==> config.mk <==
export PLATFORM = sky130hd
export DESIGN_NAME = fp_compare_pipe
export DESIGN_NICKNAME = d
export VERILOG_FILES = /design/src/rtl/fp_compare_pipe.sv
export SDC_FILE = /design/constraint.sdc
export NUM_CORES = 1
export LEC_CHECK = 0
export ABC_AREA = 1
export CAP_MARGIN = 20
export CORE_MARGIN = 5
export CORE_UTILIZATION = 24
export DETAILED_ROUTE_END_ITERATION = 8
export GPL_ROUTABILITY_DRIVEN = 0
export GPL_TIMING_DRIVEN = 1
export HOLD_SLACK_MARGIN = 0.06
export SYNTH_ARGS = -nofsm -noshare
export SYNTH_HDL_FRONTEND = slang
export SYNTH_SLANG_ARGS = --single-unit
==> constraint.sdc <==
create_clock -name clk -period 2.68 [get_ports clk]
set_input_delay 0.804 -clock clk [delete_from_list [all_inputs] [get_ports clk]]
set_output_delay 0.804 -clock clk [all_outputs]
set_load 0.1 [all_outputs]
==> src/rtl/fp_compare_pipe.sv <==
`default_nettype none
// ============================================================================
// fp_compare_pipe : two-stage FloPoCo comparator, eight predicates, stallable
// Revision 1.0
// ============================================================================
module fp_compare_pipe #(
  parameter int WE   = 11,
  parameter int WF   = 52,
  parameter int TAGW = 8
) (
  input  logic                clk,
  input  logic                rst,
  input  logic                in_valid,
  output logic                in_ready,
  input  logic [WE+WF+2:0]    inA,
  input  logic [WE+WF+2:0]    inB,
  input  logic [2:0]          op,
  input  logic [TAGW-1:0]     in_tag,
  output logic                out_valid,
  input  logic                out_ready,
  output logic                result,
  output logic                unordered,
  output logic [TAGW-1:0]     out_tag
);

  localparam int W  = WE + WF + 3;
  localparam int MW = WE + WF;

  localparam logic [1:0] c_exn_zero = 2'b00;
  localparam logic [1:0] c_exn_norm = 2'b01;
  localparam logic [1:0] c_exn_inf  = 2'b10;
  localparam logic [1:0] c_exn_nan  = 2'b11;

  localparam logic [2:0] c_op_eq    = 3'b000;
  localparam logic [2:0] c_op_ne    = 3'b001;
  localparam logic [2:0] c_op_lt    = 3'b010;
  localparam logic [2:0] c_op_le    = 3'b011;
  localparam logic [2:0] c_op_gt    = 3'b100;
  localparam logic [2:0] c_op_ge    = 3'b101;
  localparam logic [2:0] c_op_unord = 3'b110;
  localparam logic [2:0] c_op_ord   = 3'b111;

  // Position on the ordered line -inf < -normal < zero < +normal < +inf.
  function automatic logic [2:0] class_rank(input logic [1:0] exn, input logic sign);
    logic [2:0] rank;
    rank = 3'd2;
    case (exn)
      c_exn_zero: rank = 3'd2;
      c_exn_norm: rank = sign ? 3'd1 : 3'd3;
      c_exn_inf:  rank = sign ? 3'd0 : 3'd4;
      default:    rank = 3'd2;
    endcase
    return rank;
  endfunction

  // ---------------------------------------------------------------- control
  logic w_en;

  assign w_en     = !(out_valid && !out_ready);
  assign in_ready = w_en;

  // ---------------------------------------------------------------- stage 1
  logic [MW-1:0] w_mag_a;
  logic [MW-1:0] w_mag_b;
  logic          w_mag_lt;
  logic          w_mag_eq;

  assign w_mag_a  = inA[W-4:0];
  assign w_mag_b  = inB[W-4:0];
  assign w_mag_lt = (w_mag_a < w_mag_b);
  assign w_mag_eq = (w_mag_a == w_mag_b);

  logic            r_s1_valid;
  logic [2:0]      r_s1_op;
  logic [TAGW-1:0] r_s1_tag;
  logic [1:0]      r_s1_exn_a;
  logic [1:0]      r_s1_exn_b;
  logic            r_s1_sign_a;
  logic            r_s1_sign_b;
  logic            r_s1_mag_lt;
  logic            r_s1_mag_eq;

  always_ff @(posedge clk or negedge rst) begin
    if (!rst) begin
      r_s1_valid  <= 1'b0;
      r_s1_op     <= 3'b000;
      r_s1_tag    <= '0;
      r_s1_exn_a  <= c_exn_zero;
      r_s1_exn_b  <= c_exn_zero;
      r_s1_sign_a <= 1'b0;
      r_s1_sign_b <= 1'b0;
      r_s1_mag_lt <= 1'b0;
      r_s1_mag_eq <= 1'b0;
    end else if (w_en) begin
      r_s1_valid  <= in_valid;
      r_s1_op     <= op;
      r_s1_tag    <= in_tag;
      r_s1_exn_a  <= inA[W-1:W-2];
      r_s1_exn_b  <= inB[W-1:W-2];
      r_s1_sign_a <= inA[W-3];
      r_s1_sign_b <= inB[W-3];
      r_s1_mag_lt <= w_mag_lt;
      r_s1_mag_eq <= w_mag_eq;
    end
  end

  // ---------------------------------------------------------------- stage 2
  logic [2:0] w_rank_a;
  logic [2:0] w_rank_b;
  logic       w_unord;
  logic       w_same_rank;
  logic       w_norm_pair;
  logic       w_lt_ord;
  logic       w_eq_ord;
  logic       w_lt;
  logic       w_eq;
  logic       w_gt;
  logic       w_result;

  assign w_rank_a    = class_rank(r_s1_exn_a, r_s1_sign_a);
  assign w_rank_b    = class_rank(r_s1_exn_b, r_s1_sign_b);
  assign w_unord     = (r_s1_exn_a == c_exn_nan) || (r_s1_exn_b == c_exn_nan);
  assign w_same_rank = (w_rank_a == w_rank_b);
  assign w_norm_pair = w_same_rank && (r_s1_exn_a == c_exn_norm);

  // Two negatives of the same class: the larger magnitude is the smaller value.
  always_comb begin
    w_lt_ord = 1'b0;
    if (!w_same_rank)
      w_lt_ord = (w_rank_a < w_rank_b);
    else if (w_norm_pair)
      w_lt_ord = r_s1_sign_a ? (!r_s1_mag_lt && !r_s1_mag_eq) : r_s1_mag_lt;
  end

  assign w_eq_ord = w_same_rank && (!w_norm_pair || r_s1_mag_eq);
  assign w_lt     = w_lt_ord && !w_unord;
  assign w_eq     = w_eq_ord && !w_unord;
  assign w_gt     = !w_lt && !w_eq && !w_unord;

  always_comb begin
    w_result = 1'b0;
    case (r_s1_op)
      c_op_eq:    w_result = w_eq;
      c_op_ne:    w_result = !w_eq || w_unord;
      c_op_lt:    w_result = w_lt;
      c_op_le:    w_result = w_lt || w_eq;
      c_op_gt:    w_result = w_gt;
      c_op_ge:    w_result = w_gt || w_eq;
      c_op_unord: w_result = w_unord;
      c_op_ord:   w_result = !w_unord;
      default:    w_result = 1'b0;
    endcase
  end

  always_ff @(posedge clk or negedge rst) begin
    if (!rst) begin
      out_valid <= 1'b0;
      result    <= 1'b0;
      unordered <= 1'b0;
      out_tag   <= '0;
    end else if (w_en) begin
      out_valid <= r_s1_valid;
      result    <= w_result;
      unordered <= w_unord;
      out_tag   <= r_s1_tag;
    end
  end

endmodule
`default_nettype wire
==> flow_metrics.tcl, run 1 <==
set metrics [dict create \
    timing_max_transition_violations_final 0 \
    dieHeight_um 128 \
    clock_tree.htree_level_count 2 \
    dieWidth_um 128 \
    smallest_setup_slack_after_layout_ns 0.276 \
    vdd_ir_drop_max_mv 0.365 \
    r2r.worst_path.cells 15 \
    antenna_found_initial 0 \
    placeable_core_region_um2 13800 \
    syn_nets 712 \
    finClkSkew_ns 0.00740 \
    holdPathEnd "out_valid" \
    clk_root_buffer_cell "clkbuf_16" \
    route.vias.total 3307 \
    post_cts_resize_count 0 \
    io_buffer_count 158 \
    diodes 0 \
    worst_path_max_delay_cell "clkdlybuf4s50_1" \
    initial_utilization_pct 24.2 \
    drt.antenna.violating_nets 0 \
    grt_first_pass_wirelength_mm 14.8 \
    cts_inserted_buffers 5 \
    final_period_minus_worst_setup_slack_ns 2.40 \
    synth.avg_cell_area_um2 6.79 \
    grt_max_degree 40 \
    totalWireLength_mm 9.14 \
    setup.worst_path.end_class "output port" \
    number_of_core_rows 43 \
    area.growth.synth_to_final_pct 58.4 \
    yosysSeqAreaShare_pct 23.3 \
    power_dens_cells_nw_per_um2 432 \
    fin_crit_share_pct 89.7 \
    number_of_clock_sinks_seen_by_cts 31 \
    yosys_warnings 0 \
    maxCapViolations 0 \
    r2r_start "r_s1_exn_b[0]" \
    clkLatencyLatePin_ns 0.28 \
    grt_use_met1_pct 12.5 \
    synth_cell_types 28 \
    critical_path_buf_inv_count 3 \
    firstDrtPassIters 4 \
    synthesis.instances 491 \
    worst_path_dominant_cell_family "buffers and inverters" \
    setup.worst_path.class "input port to output port" \
    cts_buffer_depth 2 \
    regToRegSetupSlack_ns 0.61 \
    worst_hold_path.num_cells 2 \
    gr-total-overflow 0 \
    viasPerCell 3.97 \
    cts.reportedPaths.clkPinSlew_ns 0.05 \
    num_io_pins 159 \
    drc_violation_total_after_the_first_tritonroute_iteration 110 \
    cts_tree "built" \
    critical_path.cell_chain "clkdlybuf4s50_1, nor2_2, inv_4, buf_12" \
    tightest_slew_ns 0.408 \
    finalSetupTns_ns 0 \
    grt_pass1_vias 3372 \
    final_report_setup_violation_count 0 \
    timing.max_slew.rel_slack_pct 72.8 \
    setup_buffers_after_cts 0 \
    cpPeakStageDelay_ns 0.41 \
    dp_hpwl_mm 8.01 \
    final_hold_viol_count 0 \
    drc_errors 0 \
    place_ws_ns 0.100 \
    gr-usage-all-layers_pct 11.0 \
    timing.hold.worst.start "r_s1_valid" \
    hp-class "flip-flop to flip-flop" \
    grt_use_met3_pct 3.83 \
    cts-hold-fix-buffers 0 \
    outcome "finished clean" \
    die_area_um2 16300 \
    met2_usage_pct 19.8 \
    synth.ff_latch_count 31 \
    wl_per_cell_um 11.0 \
    synth_area_um2 3330 \
    grt_setup_unrepaired "no" \
    arrival_ns 1.60 \
    cp.required_ns 1.88 \
    start_kind "input port" \
    final_net_count 874 \
    cp_num_cells 4 \
    max_freq_ghz 0.416 \
    gr-max-usage-layer "met2" \
    cellLeakagePower_nw 2.82 \
    r2r_end "result" \
    critical_path_peak_fanout 2 \
    layout-drive-gt1-share_pct 5.81 \
]
[metrics by stage]
stage	total power [mW]	std cells	utilization [%]	hold WS [ns]	area, um^2
finish	2.28	834	38.3	0.453	5280
global route	2.46	834	38.3	0.478	5280
CTS	2.32	834	38.3	0.458	5280
detailed placement	1.66	826	37.1	0.442	5110
global placement	1.65	826	37.1	0.430	5110
floorplan	1.26	491	-	0.420	3330
[final cells by class]
cell class | count | area [um^2]
clock buffer | 5 | 125
clock inverter | 3 | 43.8
fill | 1488 | 8500
inverter | 117 | 442
multi-input combinational | 337 | 2080
sequential | 31 | 776
tap | 180 | 225
timing repair buffer | 161 | 1590
[registers in the layout, indices dropped and copies added, names as in the netlist, 2 cells and up]
name / flops
r_s1_tag: 8
out_tag: 8
r_s1_exn_b: 2
r_s1_op: 3
r_s1_exn_a: 2
[placed cells by master, fill, tap and decap left out]
cell type / instances
clkdlybuf4s50_1: 146
nand2_1: 144
inv_1: 110
ha_1: 74
dfrtp_1: 31
o21ai_0: 29
nor2_1: 28
a21oi_1: 25
buf_4: 14
nand3_1: 13
inv_2: 5
clkbuf_16: 5
nor3_1: 4
a21o_1: 4
nor2_2: 3
nand4_1: 2
o21ai_1: 2
nor3b_2: 2
a21oi_2: 1
nor4_1: 1
clkinv_1: 1
o21ai_2: 1
o21bai_1: 1
inv_4: 1
nand2_2: 1
and2b_1: 1
nor3_2: 1
clkinv_2: 1
clkinv_4: 1
bufinv_16: 1
buf_12: 1
[power breakdown]
group	switching, mW	internal (mW)
Sequential	0.0414	0.542
Combinational	0.629	0.423
Clock	0.209	0.438
[Yosys cell counts]
| cell type | instances | share of area [%] |
|---|---|---|
| clkinv_1 | 1 | 0.11 |
| nand4_1 | 2 | 0.38 |
| nand3_1 | 13 | 2.0 |
| nand2_1 | 144 | 16 |
| nand2_2 | 1 | 0.19 |
| dfrtp_1 | 31 | 23 |
| buf_2 | 2 | 0.30 |
| inv_1 | 110 | 12 |
| o21ai_0 | 29 | 4.4 |
| nor4_1 | 1 | 0.19 |
| and2b_1 | 1 | 0.23 |
| a21oi_2 | 1 | 0.26 |
| clkbuf_1 | 2 | 0.23 |
| inv_2 | 5 | 0.56 |
| inv_4 | 1 | 0.19 |
| nor3b_2 | 2 | 0.75 |
| nor3_2 | 1 | 0.30 |
| buf_4 | 1 | 0.23 |
| nor2_2 | 3 | 0.56 |
| a21oi_1 | 25 | 3.8 |
| buf_6 | 1 | 0.34 |
| ha_1 | 74 | 28 |
| o21ai_1 | 2 | 0.30 |
| nor2_1 | 28 | 3.2 |
| o21ai_2 | 1 | 0.26 |
| nor3_1 | 4 | 0.60 |
| a21o_1 | 4 | 0.90 |
| o21bai_1 | 1 | 0.23 |
[worst max path at each step]
stage                          from          end  slack [ns]
after floorplan           out_valid     in_ready        0.32
after global placement      inB[60]  r_s1_mag_lt         0.1
after detailed placement    inB[60]  r_s1_mag_lt        0.10
after CTS                 out_ready     in_ready        0.27
after global routing        inB[14]  r_s1_mag_lt        0.22
final                     out_ready     in_ready        0.28
[routing by layer]
| layer | wire [um] | up-vias |
|---|---|---|
| met5 | 0 | - |
| met4 | 65 | 0 |
| met3 | 883 | 4 |
| met2 | 4360 | 94 |
| met1 | 3830 | 1373 |
| li1 | - | 1836 |
[logic make-up (layout without fill, tap and decap cells)]
group | count (synthesis) | in the layout | synth area share [%]
AND/OR/NAND/NOR | 200 | 200 | 24.5
buffers and inverters | 123 | 286 | 14.3
adder cells (fa/ha/maj) | 74 | 74 | 27.8
AO/OA/AOI/OAI | 63 | 63 | 10.1
flip-flops | 31 | 31 | 23.3
[tightest hold or removal path: stages (launching register included)]
cell,delay (ns)
dfrtp_1,0.32
inv_1,0.05
nand2_1,0.05
(Power assumes the default switching activity.)
==> inputs of run 2 (changes only) <==
Clock period 2.68 ns to 2.65 ns, I/O delays scaled along.
==> flow_metrics.tcl, run 2 (synthesis gave the netlist of run 1 again) <==
set metrics [dict create \
    outcome "finished clean" \
    num_io_pins 159 \
    most-common-layout-cells "clkdlybuf4s50_1 (146), nand2_1 (144), inv_1 (110)" \
    initial_utilization_pct 24.2 \
    setup_buffers_after_cts 0 \
    tightest_slew_ns 0.408 \
    final_report_setup_violation_count 0 \
    gr-usage-all-layers_pct 11.2 \
    grt_max_degree 40 \
    dieHeight_um 128 \
    die_area_um2 16300 \
    holdPathEnd "out_valid" \
    finalSetupTns_ns 0 \
    cts-hold-fix-buffers 0 \
    layout-drive-gt1-share_pct 5.81 \
    placeable_core_region_um2 13800 \
    hp-class "flip-flop to flip-flop" \
    r2r_start "r_s1_exn_b[0]" \
    worst_hold_path.num_cells 2 \
    totalWireLength_mm 9.10 \
    clk_root_buffer_cell "clkbuf_16" \
    clock_tree.htree_level_count 2 \
    firstDrtPassIters 4 \
    dieWidth_um 128 \
    regToRegSetupSlack_ns 0.58 \
    final_period_minus_worst_setup_slack_ns 2.39 \
    clkLatencyLatePin_ns 0.28 \
    grt_first_pass_wirelength_mm 15.0 \
    biggestRegsByFlops "out_tag x8, r_s1_tag x8, r_s1_op x3" \
    final_hold_viol_count 0 \
    start_kind "input port" \
    drc_errors 0 \
    finalCoreUtilization_pct 38.3 \
    startpoint "out_ready" \
    io_buffer_count 158 \
    layout_commonest_cell "clkdlybuf4s50_1" \
    vdd_ir_drop_max_mv 0.240 \
    grt_pass1_vias 3327 \
    area.growth.synth_to_final_pct 58.4 \
    power_dens_cells_nw_per_um2 438 \
    critical_path_peak_fanout 2 \
    cts_tree "built" \
    number_of_filler_instances_in_the_final_layout 1510 \
    antenna_found_initial 0 \
    cp.required_ns 1.86 \
    cts.reportedPaths.clkPinSlew_ns 0.05 \
    r2r.worst_path.cells 15 \
    diodes 0 \
    post_cts_resize_count 0 \
    final_net_count 874 \
    route.vias.total 3326 \
    gr-total-overflow 0 \
    cts_buffer_depth 2 \
    max_freq_ghz 0.419 \
    timing_max_transition_violations_final 0 \
    setup.worst_path.class "input port to output port" \
    grt_setup_unrepaired "no" \
    fin_crit_share_pct 90.1 \
    wl_per_cell_um 10.9 \
    dp_hpwl_mm 8.03 \
    arrival_ns 1.59 \
    r2r_end "result" \
    maxCapViolations 0 \
    finClkSkew_ns 0.00447 \
    number_of_clock_sinks_seen_by_cts 31 \
    timing.hold.worst.start "r_s1_valid" \
    setup.worst_path.end_class "output port" \
    viasPerCell 3.99 \
    timing.max_slew.rel_slack_pct 72.8 \
    number_of_core_rows 43 \
    cellLeakagePower_nw 2.82 \
    drt.antenna.violating_nets 0 \
    drc_violation_total_after_the_first_tritonroute_iteration 130 \
    cts_inserted_buffers 5 \
]
run 2: metal layers:
layer | share of wire (%) | GRT usage, % | up-vias
met5 | 0 | 0 | -
met4 | 1.1 | 3.00 | 0
met3 | 9.3 | 3.75 | 7
met2 | 47 | 20.0 | 93
met1 | 42 | 12.7 | 1386
li1 | - | - | 1840
run 2: worst max-delay path by stage:
| stage | end | slack [ns] |
|---|---|---|
| after floorplan | in_ready | 0.30 |
| final | in_ready | 0.26 |
| after detailed placement | r_s1_mag_lt | 0.09 |
| after global routing | r_s1_mag_lt | 0.19 |
| after CTS | in_ready | 0.26 |
| after global placement | r_s1_mag_lt | 0.09 |
run 2: critical path, stage by stage:
cell and delay (ns):
clkdlybuf4s50_1 0.41, nor2_2 0.17, inv_4 0.05, buf_12 0.16
run 2: cell type report:
cell class	count	area (um^2)	share of cell area, %
clock buffer	5	125	2.37
clock inverter	3	43.8	0.830
inverter	117	442	8.37
multi-input combinational	337	2080	39.4
tap	180	225	4.27
sequential	31	776	14.7
timing repair buffer	161	1590	30.1
run 2: where the power goes:
part           total [mW]  internal, mW  switching (mW)
Clock               0.659         0.443           0.216
Sequential          0.590         0.548          0.0415
Combinational        1.06         0.427           0.634
run 2: stage by stage:
step / cell area (um^2) / power [mW] / cells / hold WS, ns / setup slack (ns)
finish: 5280 / 2.31 / 834 / 0.449 / 0.262
CTS: 5280 / 2.35 / 834 / 0.451 / 0.258
detailed placement: 5110 / 1.67 / 826 / 0.437 / 0.0852
global placement: 5110 / 1.67 / 826 / 0.430 / 0.0853
floorplan: 3330 / 1.27 / 491 / 0.420 / 0.303
global route: 5280 / 2.49 / 834 / 0.479 / 0.193
==> inputs of run 3 (changes only) <==
Settings changed: SLEW_MARGIN set to 20, TNS_END_PERCENT set to 100.
==> results of run 3 <==
Same layout as run 2: the final DEF is identical, and so are final timing and power.
